===== config.mk =====
export PLATFORM = sky130hd
export DESIGN_NAME = id_stage_hz
export DESIGN_NICKNAME = d
export VERILOG_FILES = /design/src/rtl/id_stage_pkg.sv /design/src/rtl/id_stage_hz_rf_bypass.sv /design/src/rtl/id_stage_hz.sv
export SDC_FILE = /design/constraint.sdc
export NUM_CORES = 2
export LEC_CHECK = 0
export ABC_CLOCK_PERIOD_IN_PS = 2200
export CAP_MARGIN = 0
export CORE_UTILIZATION = 42
export DETAILED_ROUTE_END_ITERATION = 10
export GPL_TIMING_DRIVEN = 0
export PLACE_DENSITY_LB_ADDON = 0.12
export SYNTH_ARGS = -nofsm -noshare
export SYNTH_HDL_FRONTEND = slang
export SYNTH_HIERARCHICAL = 1
export SYNTH_SLANG_ARGS = --single-unit

===== constraint.sdc =====
create_clock -name clk -period 2.2 [get_ports clk]
set_input_delay 0.44 -clock clk [delete_from_list [all_inputs] [get_ports clk]]
set_output_delay 0.44 -clock clk [all_outputs]
set_load 0.01 [all_outputs]

===== src/rtl/id_stage_pkg.sv =====
// Shared decode types, opcode map and helper functions for the RV32 ID stage.
package id_stage_pkg;

  localparam int unsigned INST_WIDTH = 32;
  localparam int unsigned REG_IDX_W  = 5;

  localparam logic [6:0] OPC_LUI    = 7'b0110111;
  localparam logic [6:0] OPC_AUIPC  = 7'b0010111;
  localparam logic [6:0] OPC_JAL    = 7'b1101111;
  localparam logic [6:0] OPC_JALR   = 7'b1100111;
  localparam logic [6:0] OPC_BRANCH = 7'b1100011;
  localparam logic [6:0] OPC_LOAD   = 7'b0000011;
  localparam logic [6:0] OPC_STORE  = 7'b0100011;
  localparam logic [6:0] OPC_OPIMM  = 7'b0010011;
  localparam logic [6:0] OPC_OP     = 7'b0110011;

  typedef enum logic [1:0] {
    WB_ALU = 2'd0,
    WB_MEM = 2'd1,
    WB_PC  = 2'd2
  } wb_sel_e;

  typedef enum logic [3:0] {
    ALU_ADD   = 4'd0,
    ALU_SUB   = 4'd1,
    ALU_SLL   = 4'd2,
    ALU_SLT   = 4'd3,
    ALU_SLTU  = 4'd4,
    ALU_XOR   = 4'd5,
    ALU_SRL   = 4'd6,
    ALU_SRA   = 4'd7,
    ALU_OR    = 4'd8,
    ALU_AND   = 4'd9,
    ALU_PASSB = 4'd10
  } alu_op_e;

  typedef struct packed {
    alu_op_e aluop;
    logic    rf_en;
    logic    dm_en;
    logic    opr_b_sel;
    wb_sel_e wb_sel;
  } ctrl_t;

  typedef struct packed {
    ctrl_t ctrl;
    logic  illegal;
  } dec_t;

  // Register index exists in a file of reg_count entries (32 or 16).
  function automatic logic reg_in_range_f(input logic [4:0] idx, input int unsigned reg_count);
    return (reg_count == 32'd32) || (idx < 5'(reg_count));
  endfunction

  function automatic logic uses_rs1_f(input logic [6:0] opcode);
    return !((opcode == OPC_LUI) || (opcode == OPC_AUIPC) || (opcode == OPC_JAL));
  endfunction

  function automatic logic uses_rs2_f(input logic [6:0] opcode);
    return (opcode == OPC_OP) || (opcode == OPC_STORE) || (opcode == OPC_BRANCH);
  endfunction

  function automatic alu_op_e alu_op_f(input logic [2:0] funct3, input logic alt);
    alu_op_e op;
    op = ALU_ADD;
    case (funct3)
      3'b000:  op = alt ? ALU_SUB : ALU_ADD;
      3'b001:  op = ALU_SLL;
      3'b010:  op = ALU_SLT;
      3'b011:  op = ALU_SLTU;
      3'b100:  op = ALU_XOR;
      3'b101:  op = alt ? ALU_SRA : ALU_SRL;
      3'b110:  op = ALU_OR;
      default: op = ALU_AND;
    endcase
    return op;
  endfunction

  function automatic logic [INST_WIDTH-1:0] gen_imm_f(input logic [INST_WIDTH-1:0] inst);
    logic [INST_WIDTH-1:0] imm;
    imm = '0;
    case (inst[6:0])
      OPC_LOAD, OPC_OPIMM, OPC_JALR: imm = {{20{inst[31]}}, inst[31:20]};
      OPC_STORE:  imm = {{20{inst[31]}}, inst[31:25], inst[11:7]};
      OPC_BRANCH: imm = {{19{inst[31]}}, inst[31], inst[7], inst[30:25], inst[11:8], 1'b0};
      OPC_LUI, OPC_AUIPC: imm = {inst[31:12], 12'b0};
      OPC_JAL:    imm = {{11{inst[31]}}, inst[31], inst[19:12], inst[20], inst[30:21], 1'b0};
      default:    imm = '0;
    endcase
    return imm;
  endfunction

  // Control decode; unknown opcodes come back all-zero with illegal set.
  function automatic dec_t ctrl_unit_f(input logic [6:0] opcode, input logic [2:0] funct3,
                                       input logic funct7_5);
    dec_t d;
    d = '0;
    case (opcode)
      OPC_OP: begin
        d.ctrl.aluop = alu_op_f(funct3, funct7_5);
        d.ctrl.rf_en = 1'b1;
      end
      OPC_OPIMM: begin
        d.ctrl.aluop     = alu_op_f(funct3, funct7_5 & (funct3 == 3'b101));
        d.ctrl.rf_en     = 1'b1;
        d.ctrl.opr_b_sel = 1'b1;
      end
      OPC_LOAD: begin
        d.ctrl.rf_en     = 1'b1;
        d.ctrl.opr_b_sel = 1'b1;
        d.ctrl.wb_sel    = WB_MEM;
      end
      OPC_STORE: begin
        d.ctrl.dm_en     = 1'b1;
        d.ctrl.opr_b_sel = 1'b1;
      end
      OPC_BRANCH: d.ctrl.aluop = ALU_SUB;
      OPC_LUI: begin
        d.ctrl.aluop     = ALU_PASSB;
        d.ctrl.rf_en     = 1'b1;
        d.ctrl.opr_b_sel = 1'b1;
      end
      OPC_AUIPC: begin
        d.ctrl.rf_en     = 1'b1;
        d.ctrl.opr_b_sel = 1'b1;
      end
      OPC_JAL, OPC_JALR: begin
        d.ctrl.rf_en     = 1'b1;
        d.ctrl.opr_b_sel = 1'b1;
        d.ctrl.wb_sel    = WB_PC;
      end
      default: d.illegal = 1'b1;
    endcase
    return d;
  endfunction

endpackage


===== src/rtl/id_stage_hz_rf_bypass.sv =====
// Register file (32 or 16 entries) with combinational read and same-cycle
// write-through from the writeback port.
module id_stage_hz_rf_bypass
  import id_stage_pkg::*;
#(
  parameter int unsigned DATA_WIDTH = 32,
  parameter int unsigned REG_COUNT  = 32
) (
  input  logic                  clk,
  input  logic                  arst_n,
  input  logic                  wb_rf_en,
  input  logic [4:0]            wb_rd,
  input  logic [DATA_WIDTH-1:0] wb_data,
  input  logic [4:0]            rs1,
  input  logic [4:0]            rs2,
  output logic [DATA_WIDTH-1:0] rs1_data,
  output logic [DATA_WIDTH-1:0] rs2_data
);

  localparam int unsigned AW = $clog2(REG_COUNT);

  logic [DATA_WIDTH-1:0] regs [REG_COUNT];
  logic                  wr_en;

  // Out-of-range destinations are dropped rather than aliased onto low registers.
  assign wr_en = wb_rf_en && (wb_rd != 5'd0) && reg_in_range_f(wb_rd, REG_COUNT);

  always_ff @(posedge clk or negedge arst_n) begin
    if (!arst_n) begin
      for (int i = 0; i < int'(REG_COUNT); i++) regs[i] <= '0;
    end else if (wr_en) begin
      regs[wb_rd[AW-1:0]] <= wb_data;
    end
  end

  always_comb begin
    rs1_data = '0;
    if ((rs1 != 5'd0) && reg_in_range_f(rs1, REG_COUNT)) rs1_data = regs[rs1[AW-1:0]];
    if (wb_rf_en && (wb_rd == rs1) && (rs1 != 5'd0)) rs1_data = wb_data;
  end

  always_comb begin
    rs2_data = '0;
    if ((rs2 != 5'd0) && reg_in_range_f(rs2, REG_COUNT)) rs2_data = regs[rs2[AW-1:0]];
    if (wb_rf_en && (wb_rd == rs2) && (rs2 != 5'd0)) rs2_data = wb_data;
  end

endmodule


===== src/rtl/id_stage_hz.sv =====
// RV32I/RV32E decode stage with ID/EX pipeline register, load-use bubble
// insertion, flush and a saturating hazard-stall counter.
module id_stage_hz
  import id_stage_pkg::*;
#(
  parameter int unsigned DATA_WIDTH = 32,
  parameter int unsigned REG_COUNT  = 32,
  parameter int unsigned CNT_WIDTH  = 16
) (
  input  logic                  clk,
  input  logic                  arst_n,
  input  logic                  valid_in,
  input  logic [31:0]           inst_in,
  input  logic [DATA_WIDTH-1:0] pc_in,
  output logic                  ready_out,
  input  logic                  flush_in,
  input  logic                  wb_rf_en,
  input  logic [4:0]            wb_rd,
  input  logic [DATA_WIDTH-1:0] wb_data,
  input  logic                  ex_ready,
  output logic                  ex_valid,
  output logic [DATA_WIDTH-1:0] ex_pc,
  output logic [DATA_WIDTH-1:0] ex_opr_a,
  output logic [DATA_WIDTH-1:0] ex_opr_b,
  output logic [DATA_WIDTH-1:0] ex_imm,
  output logic [4:0]            ex_rs1,
  output logic [4:0]            ex_rs2,
  output logic [4:0]            ex_rd,
  output ctrl_t                 ex_ctrl,
  output logic                  ex_illegal,
  output logic [CNT_WIDTH-1:0]  stall_cnt
);

  logic [6:0]            opcode;
  logic [4:0]            rs1, rs2, rd;
  logic [DATA_WIDTH-1:0] rs1_data, rs2_data;
  dec_t                  dec;
  ctrl_t                 id_ctrl;
  logic                  id_illegal;
  logic                  use1, use2;
  logic                  hazard, load_en;

  assign opcode = inst_in[6:0];
  assign rd     = inst_in[11:7];
  assign rs1    = inst_in[19:15];
  assign rs2    = inst_in[24:20];
  assign dec    = ctrl_unit_f(opcode, inst_in[14:12], inst_in[30]);
  assign use1   = uses_rs1_f(opcode);
  assign use2   = uses_rs2_f(opcode);

  id_stage_hz_rf_bypass #(
    .DATA_WIDTH(DATA_WIDTH),
    .REG_COUNT (REG_COUNT)
  ) u_rf (
    .clk     (clk),
    .arst_n  (arst_n),
    .wb_rf_en(wb_rf_en),
    .wb_rd   (wb_rd),
    .wb_data (wb_data),
    .rs1     (rs1),
    .rs2     (rs2),
    .rs1_data(rs1_data),
    .rs2_data(rs2_data)
  );

  // Illegal instructions travel down with their side effects disabled.
  always_comb begin
    id_illegal = dec.illegal
               | (use1 & ~reg_in_range_f(rs1, REG_COUNT))
               | (use2 & ~reg_in_range_f(rs2, REG_COUNT))
               | (dec.ctrl.rf_en & ~reg_in_range_f(rd, REG_COUNT));
    id_ctrl = dec.ctrl;
    if (id_illegal) begin
      id_ctrl.rf_en = 1'b0;
      id_ctrl.dm_en = 1'b0;
    end
  end

  assign hazard = valid_in & ex_valid & (ex_ctrl.wb_sel == WB_MEM) & (ex_rd != 5'd0)
                & ((use1 & (rs1 == ex_rd)) | (use2 & (rs2 == ex_rd)));
  assign load_en   = ~ex_valid | ex_ready;
  assign ready_out = flush_in | (load_en & ~hazard);

  // ID/EX register: flush, then bubble, then load, else hold.
  always_ff @(posedge clk or negedge arst_n) begin
    if (!arst_n) begin
      ex_valid   <= 1'b0;
      ex_pc      <= '0;
      ex_opr_a   <= '0;
      ex_opr_b   <= '0;
      ex_imm     <= '0;
      ex_rs1     <= '0;
      ex_rs2     <= '0;
      ex_rd      <= '0;
      ex_ctrl    <= '0;
      ex_illegal <= 1'b0;
    end else if (flush_in) begin
      ex_valid <= 1'b0;
    end else if (load_en) begin
      if (hazard) begin
        ex_valid <= 1'b0;
      end else begin
        ex_valid   <= valid_in;
        ex_pc      <= pc_in;
        ex_opr_a   <= rs1_data;
        ex_opr_b   <= rs2_data;
        ex_imm     <= DATA_WIDTH'(gen_imm_f(inst_in));
        ex_rs1     <= rs1;
        ex_rs2     <= rs2;
        ex_rd      <= rd;
        ex_ctrl    <= id_ctrl;
        ex_illegal <= id_illegal;
      end
    end
  end

  always_ff @(posedge clk or negedge arst_n) begin
    if (!arst_n) begin
      stall_cnt <= '0;
    end else if (hazard && load_en && !flush_in && !(&stall_cnt)) begin
      stall_cnt <= stall_cnt + CNT_WIDTH'(1);
    end
  end

endmodule


Word-level counts from Yosys, hierarchy flattened
Index checks and enable logic that the tools add are counted.
{"block": "totals", "register_bits": 1194, "out_inout_bits": 171}
{"block": "op_classes", "add_sub_neg": 1, "order_cmp": 4, "n_eq_ne": 20, "mux": 30, "n_bitwise": 17, "reduce_logical": 30}
{"cell": "$bwmux W1024", "n": 1}
{"cell": "$bmux W32 S5", "n": 2}
{"cell": "$mux W32", "n": 9}
{"cell": "$demux W32 S5", "n": 1}
{"cell": "$pmux W32 S5", "n": 1}
{"cell": "$pmux W4 S7", "n": 2}
{"cell": "$eq A7 B6 Y1 const B", "n": 3}
{"cell": "$eq A7 B7 Y1 const B", "n": 3}
{"cell": "$eq A5 B5 Y1", "n": 4}
{"cell": "$reduce_bool A5 Y1", "n": 4}
{"cell": "$ge A6 B6 Y1 const B", "n": 3}
{"cell": "$not A5 Y6", "n": 3}
{"cell": "$add A16 B1 Y16 const B", "n": 1}
{"cell": "$pmux W4 S4", "n": 1}
{"cell": "$reduce_and A16 Y1", "n": 1}
{"cell": "$eq A7 B5 Y1 const B", "n": 2}
{"cell": "$reduce_or A7 Y1", "n": 2}
{"cell": "$mux W1", "n": 11}
{"cell": "$eq A3 B3 Y1 const B", "n": 3}
{"cell": "$logic_and A1 B1 Y1", "n": 9}
{"cell": "$reduce_or A9 Y1", "n": 1}
{"cell": "$and A1 B1 Y1", "n": 8}
{"cell": "$eq A7 B2 Y1 const B", "n": 1}
{"cell": "$eq A3 B2 Y1 const B", "n": 2}
{"cell": "other kinds (14)", "n": 24}

Logic depth before layout (Yosys ltp)
{"block": "depth", "word_depth": 10, "ltp_mapped": 11}

Hierarchy
The synthesis kept the hierarchy.
{"mod": "id_stage_hz_rf_bypass", "instances": 1, "cells_per_inst": 3710, "area_each_um2": 54792.6}
{"mod": "id_stage_hz", "instances": 1, "cells_per_inst": 799, "area_each_um2": 7199.4}

Least setup slack after synthesis
OpenSTA, ideal clock, no wires.
{"block": "synth_timing", "path_kind": "input port to output port", "from": "input inst_in[6]", "to": "output ready_out", "arrival_time_ns": 1.905, "path_slack_ns": -0.145, "cell_stages": 8, "cell_sequence": "clkbuf_2 > nor3b_1 > o2111a_1 > buf_2 > nand4b_1 > o31a_1 > buf_2 > a21o_1"}
{"block": "synth_between", "elab_chain_len": 10, "elab_cells_between_ends": 18}
{"item": "from (decl)", "line": "id_stage_hz.sv:13", "rtl": "input logic [31:0] inst_in,"}
{"item": "$eq A7 B6 Y1 or $eq A7 B5 Y1 (tied branches)", "line": "id_stage_pkg.sv:56", "rtl": "return !((opcode == OPC_LUI) || (opcode == OPC_AUIPC) || (opcode == OPC_JAL));"}
{"item": "$logic_or A1 B1 Y1 (2 in series)", "line": "id_stage_pkg.sv:56"}
{"item": "$logic_not A1 Y1", "line": "id_stage_pkg.sv:56"}
{"item": "$and A1 B1 Y1", "line": "id_stage_hz.sv:80", "rtl": "& ((use1 & (rs1 == ex_rd)) | (use2 & (rs2 == ex_rd)));"}
{"item": "$or A1 B1 Y1 *", "line": "id_stage_hz.sv:80"}
{"item": "$and A1 B1 Y1 *", "line": "id_stage_hz.sv:80"}
{"item": "$not A1 Y1 (no source line) *"}
{"item": "$and A1 B1 Y1 *", "line": "id_stage_hz.sv:82", "rtl": "assign ready_out = flush_in | (load_en & ~hazard);"}
{"item": "$or A1 B1 Y1 *", "line": "id_stage_hz.sv:82"}
{"item": "to (decl)", "line": "id_stage_hz.sv:15", "rtl": "output logic ready_out,"}
Mark *: on every way between the ends. The rest lies on a longest branch, timed or not.

Worst setup path in the final report
{"block": "layout_timing", "from": "register ex_ctrl[1] (netlist name)", "to": "output ready_out"}
{"block": "layout_between", "elab_chain_len": 7}
{"item": "from (decl)", "line": "id_stage_hz.sv:29", "rtl": "output ctrl_t ex_ctrl,"}
{"item": "from (signal assigned)", "line": "id_stage_hz.sv:111", "rtl": "ex_ctrl <= id_ctrl;"}
{"item": "$eq A2 B1 Y1", "line": "id_stage_hz.sv:79", "rtl": "assign hazard = valid_in & ex_valid & (ex_ctrl.wb_sel == WB_MEM) & (ex_rd != 5'd0)"}
{"item": "$and A1 B1 Y1 (2 in series)", "line": "id_stage_hz.sv:79"}
{"item": "$and A1 B1 Y1", "line": "id_stage_hz.sv:80"}
{"item": "$not A1 Y1 (no source line)"}
{"item": "$and A1 B1 Y1", "line": "id_stage_hz.sv:82"}
{"item": "$or A1 B1 Y1", "line": "id_stage_hz.sv:82"}
No other way between the ends.

==> impl_metrics.ini <==
[final_layout]
fin_cells = 7046
final_core_util = 0.525
nets = 5118
final_area_um2 = 76800
area_delta_synth_final_pct = 23.8
drive_above_1_share = 0.467

[clock_network]
htree_levels = 4
clkTransAtPathRegs_ps = 60
cts_made_buffers = 141
clock_sinks = 1194
cts_max_path_buffers = 3
postCtsHoldBufs = 3
cts_tree = built
root_buffer = clkbuf_16
insertion_delay_ps = 800

[global_routing]
grt_remaining_overflow = 0
track_usage = 0.346
grt_max_degree = 178
grt_pass1_vias = 44454
grt_pass1_wl_mm = 356
antenna_found_initial = 12

[placement]
place_hpwl_mm = 182
dpl_cell_area_um2 = 67400
routabilityCongestion = 0.969
portBuffers = 270
post-place-cells = 6705

[worst_setup_path]
cpMaxStageDelayCell = dfrtp_1
cp_cell_sequence = nand4b_1 -> buf_4 -> a21oi_2 -> nand4b_1 -> o31a_4 -> buf_8 -> a21o_1 -> buf_6
cp_num_buf_inv = 3
cp_common_cell = nand4b_1
start_kind = flip-flop
critPathMaxStageDelay_ps = 380
r2r_cells = 10
cp_top_family = buffers and inverters
crit_fanout = 2
critical_path_class = reg2out
worstPathArrival_ps = 2570
crit_cells = 8
end_kind = output port
required_ps = 1760

[route]
post-route-drc-count = 0
postRouteAntennaNets = 0
via_per_inst = 6.48
dr.pass1.iters = 6
first_iter_violations = 5767
wl_per_cell_um = 37.2
vias = 45672
drt_wl_total_mm = 262

[yosys]
synth_nets = 4617
yosysMostFrequentCell = dfrtp_1
synth_top_flop_cell = dfrtp_1
yosys.area.top_type = dfrtp_1
synthCells = 4509
synth_cell_type_count = 64
yosys_warnings = 6
synth.avg_cell_area_um2 = 13.7
yosys.area.top_type_share = 0.482
yosys_register_bits = 1194
syn_area_um2 = 62000
synth_area_leaders = dfrtp_1 (48%), mux2_2 (18%), mux4_2 (16%), mux2i_1 (3.1%), nand2_1 (3.1%)
yosysSeqAreaShare = 0.482
synthArstFlopShare = 1.00
yosys-top-cells-count = dfrtp_1 (1,194), mux2_2 (998), nand2_1 (506), mux4_2 (449), clkbuf_1 (230)
synth_edf_count = 0

[timing]
fin_crit_ps = 3010
tightest_slew_ps = 1210
max_freq_mhz = 332
finalCritPeriodShare = 1.37
maxSlewViolCount = 0
slew_headroom = 0.192
setup_ws_ps = -812
finalHoldViolations = 141
finClkSkew_ps = 21.5
rsz0062_at_grt = true
fin_hold_ws_ps = -323
tns_ps = -33230
setup_viol = 247

[floorplanning]
core-area_um2 = 146000
pin_count = 278
fp.dieW_um = 386
dieArea_um2 = 149000
initial_core_util = 0.424
fp.dieH_um = 386
rows = 140

[flow_run]
maxCapViolCount = 0

[pwr]
leakage_nw = 34.3
p_per_area_nw_per_um2 = 892
peakVddDrop_mv = 0.883

[hold_path]
min_path_type = in2async

[outcome]
status = complete, but fails checks
violations = hold timing, setup timing
sequential cells by signal, indices dropped and copies added (netlist names):
register / flops
ex_valid: 1
ex_rs2: 5
ex_opr_a: 32
ex_rd: 5
u_rf/regs: 1024
ex_rs1: 5
ex_ctrl: 9
ex_opr_b: 32
ex_imm: 32
ex_illegal: 1
ex_pc: 32
stall_cnt: 16
through the flow:
step | worst slack (ps) | power, mW
2_1_floorplan | -31.8 | 37.1
3_3_place_gp | -56220 | 42.3
3_5_place_dp | -2820 | 42.8
4_1_cts | -831 | 67.9
5_1_grt | -838 | 70.8
6_report | -812 | 68.5
per-layer routing:
layer | global-route usage | vias to the layer above | share of wire
li1 | - | 18073 | -
met1 | 0.462 | 24309 | 0.39
met2 | 0.512 | 2694 | 0.44
met3 | 0.108 | 592 | 0.11
met4 | 0.167 | 4 | 0.053
met5 | 0 | - | 0.000099
worst register-to-register path, stage by stage, from the launching register on:
cell and delay (ps):
dfrtp_1 380, nand4b_1 330, buf_4 240, nand3b_1 150, o41a_1 420, and2_4 230
buf_16 200, buf_16 180, buf_6 140, nand2_2 50, nand2_1 50
where the power goes:
group	internal, mW	switching, mW	leakage [nW]
combinational	8.09	7.09	16.6
sequential	25.9	3.15	15.3
clock	14.5	9.81	2.36
final timing paths:
kind                             startpoint        endpoint  slack [ps]
worst max-delay path             ex_ctrl[1]       ready_out        -810
worst min-delay path                 arst_n   stall_cnt[10]        -320
worst max register to register   ex_ctrl[1]    ex_opr_b[19]        -260
worst min register to register  ex_opr_a[9]     ex_opr_a[9]         470
max in group asynchronous            arst_n  u_rf/regs[424]         210
min in group clk                inst_in[16]       ex_rs1[1]           0
cells in the final DEF (no fill, tap or decap), drive strengths merged, types with 8 or more instances in the layout:
master and instances:
a211o 9, a211oi 55, a21oi 68, a221oi 17
a22o 24, a22oi 75, a32o 32, buf 317
bufinv 8, clkbuf 459, clkdlybuf4s50 195, clkinv 20
dfrtp 1194, diode 9, dlygate4sd2 32, dlymetal6s2s 34
inv 8, mux2 1006, mux2i 195, mux4 449
nand2 508, nand3 9, nor2 71, nor2b 9
nor3 12, o211ai 12, o21ai 64, o221ai 33
o22ai 62, o311ai 21, xnor2 15, xor2 19
area by class of cell:
type	instances	area [um^2]
fill	12422	69300
tap	1917	2400
clock inverter	35	413
sequential	1194	29900
timing repair buffer	365	4450
clock buffer	218	4340
antenna	9	22.5
inverter	1	3.75
multi-input combinational	2841	31600
buffer	466	3600
cells by family after synthesis:
family                     count (synthesis)  share of synthesized area
muxes                                   1650                      0.377
DFF                                     1194                      0.482
and+or+nand+nor                          668                     0.0449
AOI/OAI and AO/OA                        487                     0.0561
buffers and inverters                    475                     0.0347
xor gates and xnor gates                  34                    0.00480
adders and majority gates                  1                   0.000202
repair_timing:
| action | in CTS | in global routing |
|---|---|---|
| pin swaps | 81 | 133 |
| endpoints found under the hold margin | 145 | 141 |
| endpoints found under the setup margin | 358 | 223 |
| setup buffers | 37 | 21 |
| gates resized for setup | 770 | 395 |
| gates cloned | 11 | 21 |
Power figures use the tool's default switching activity.
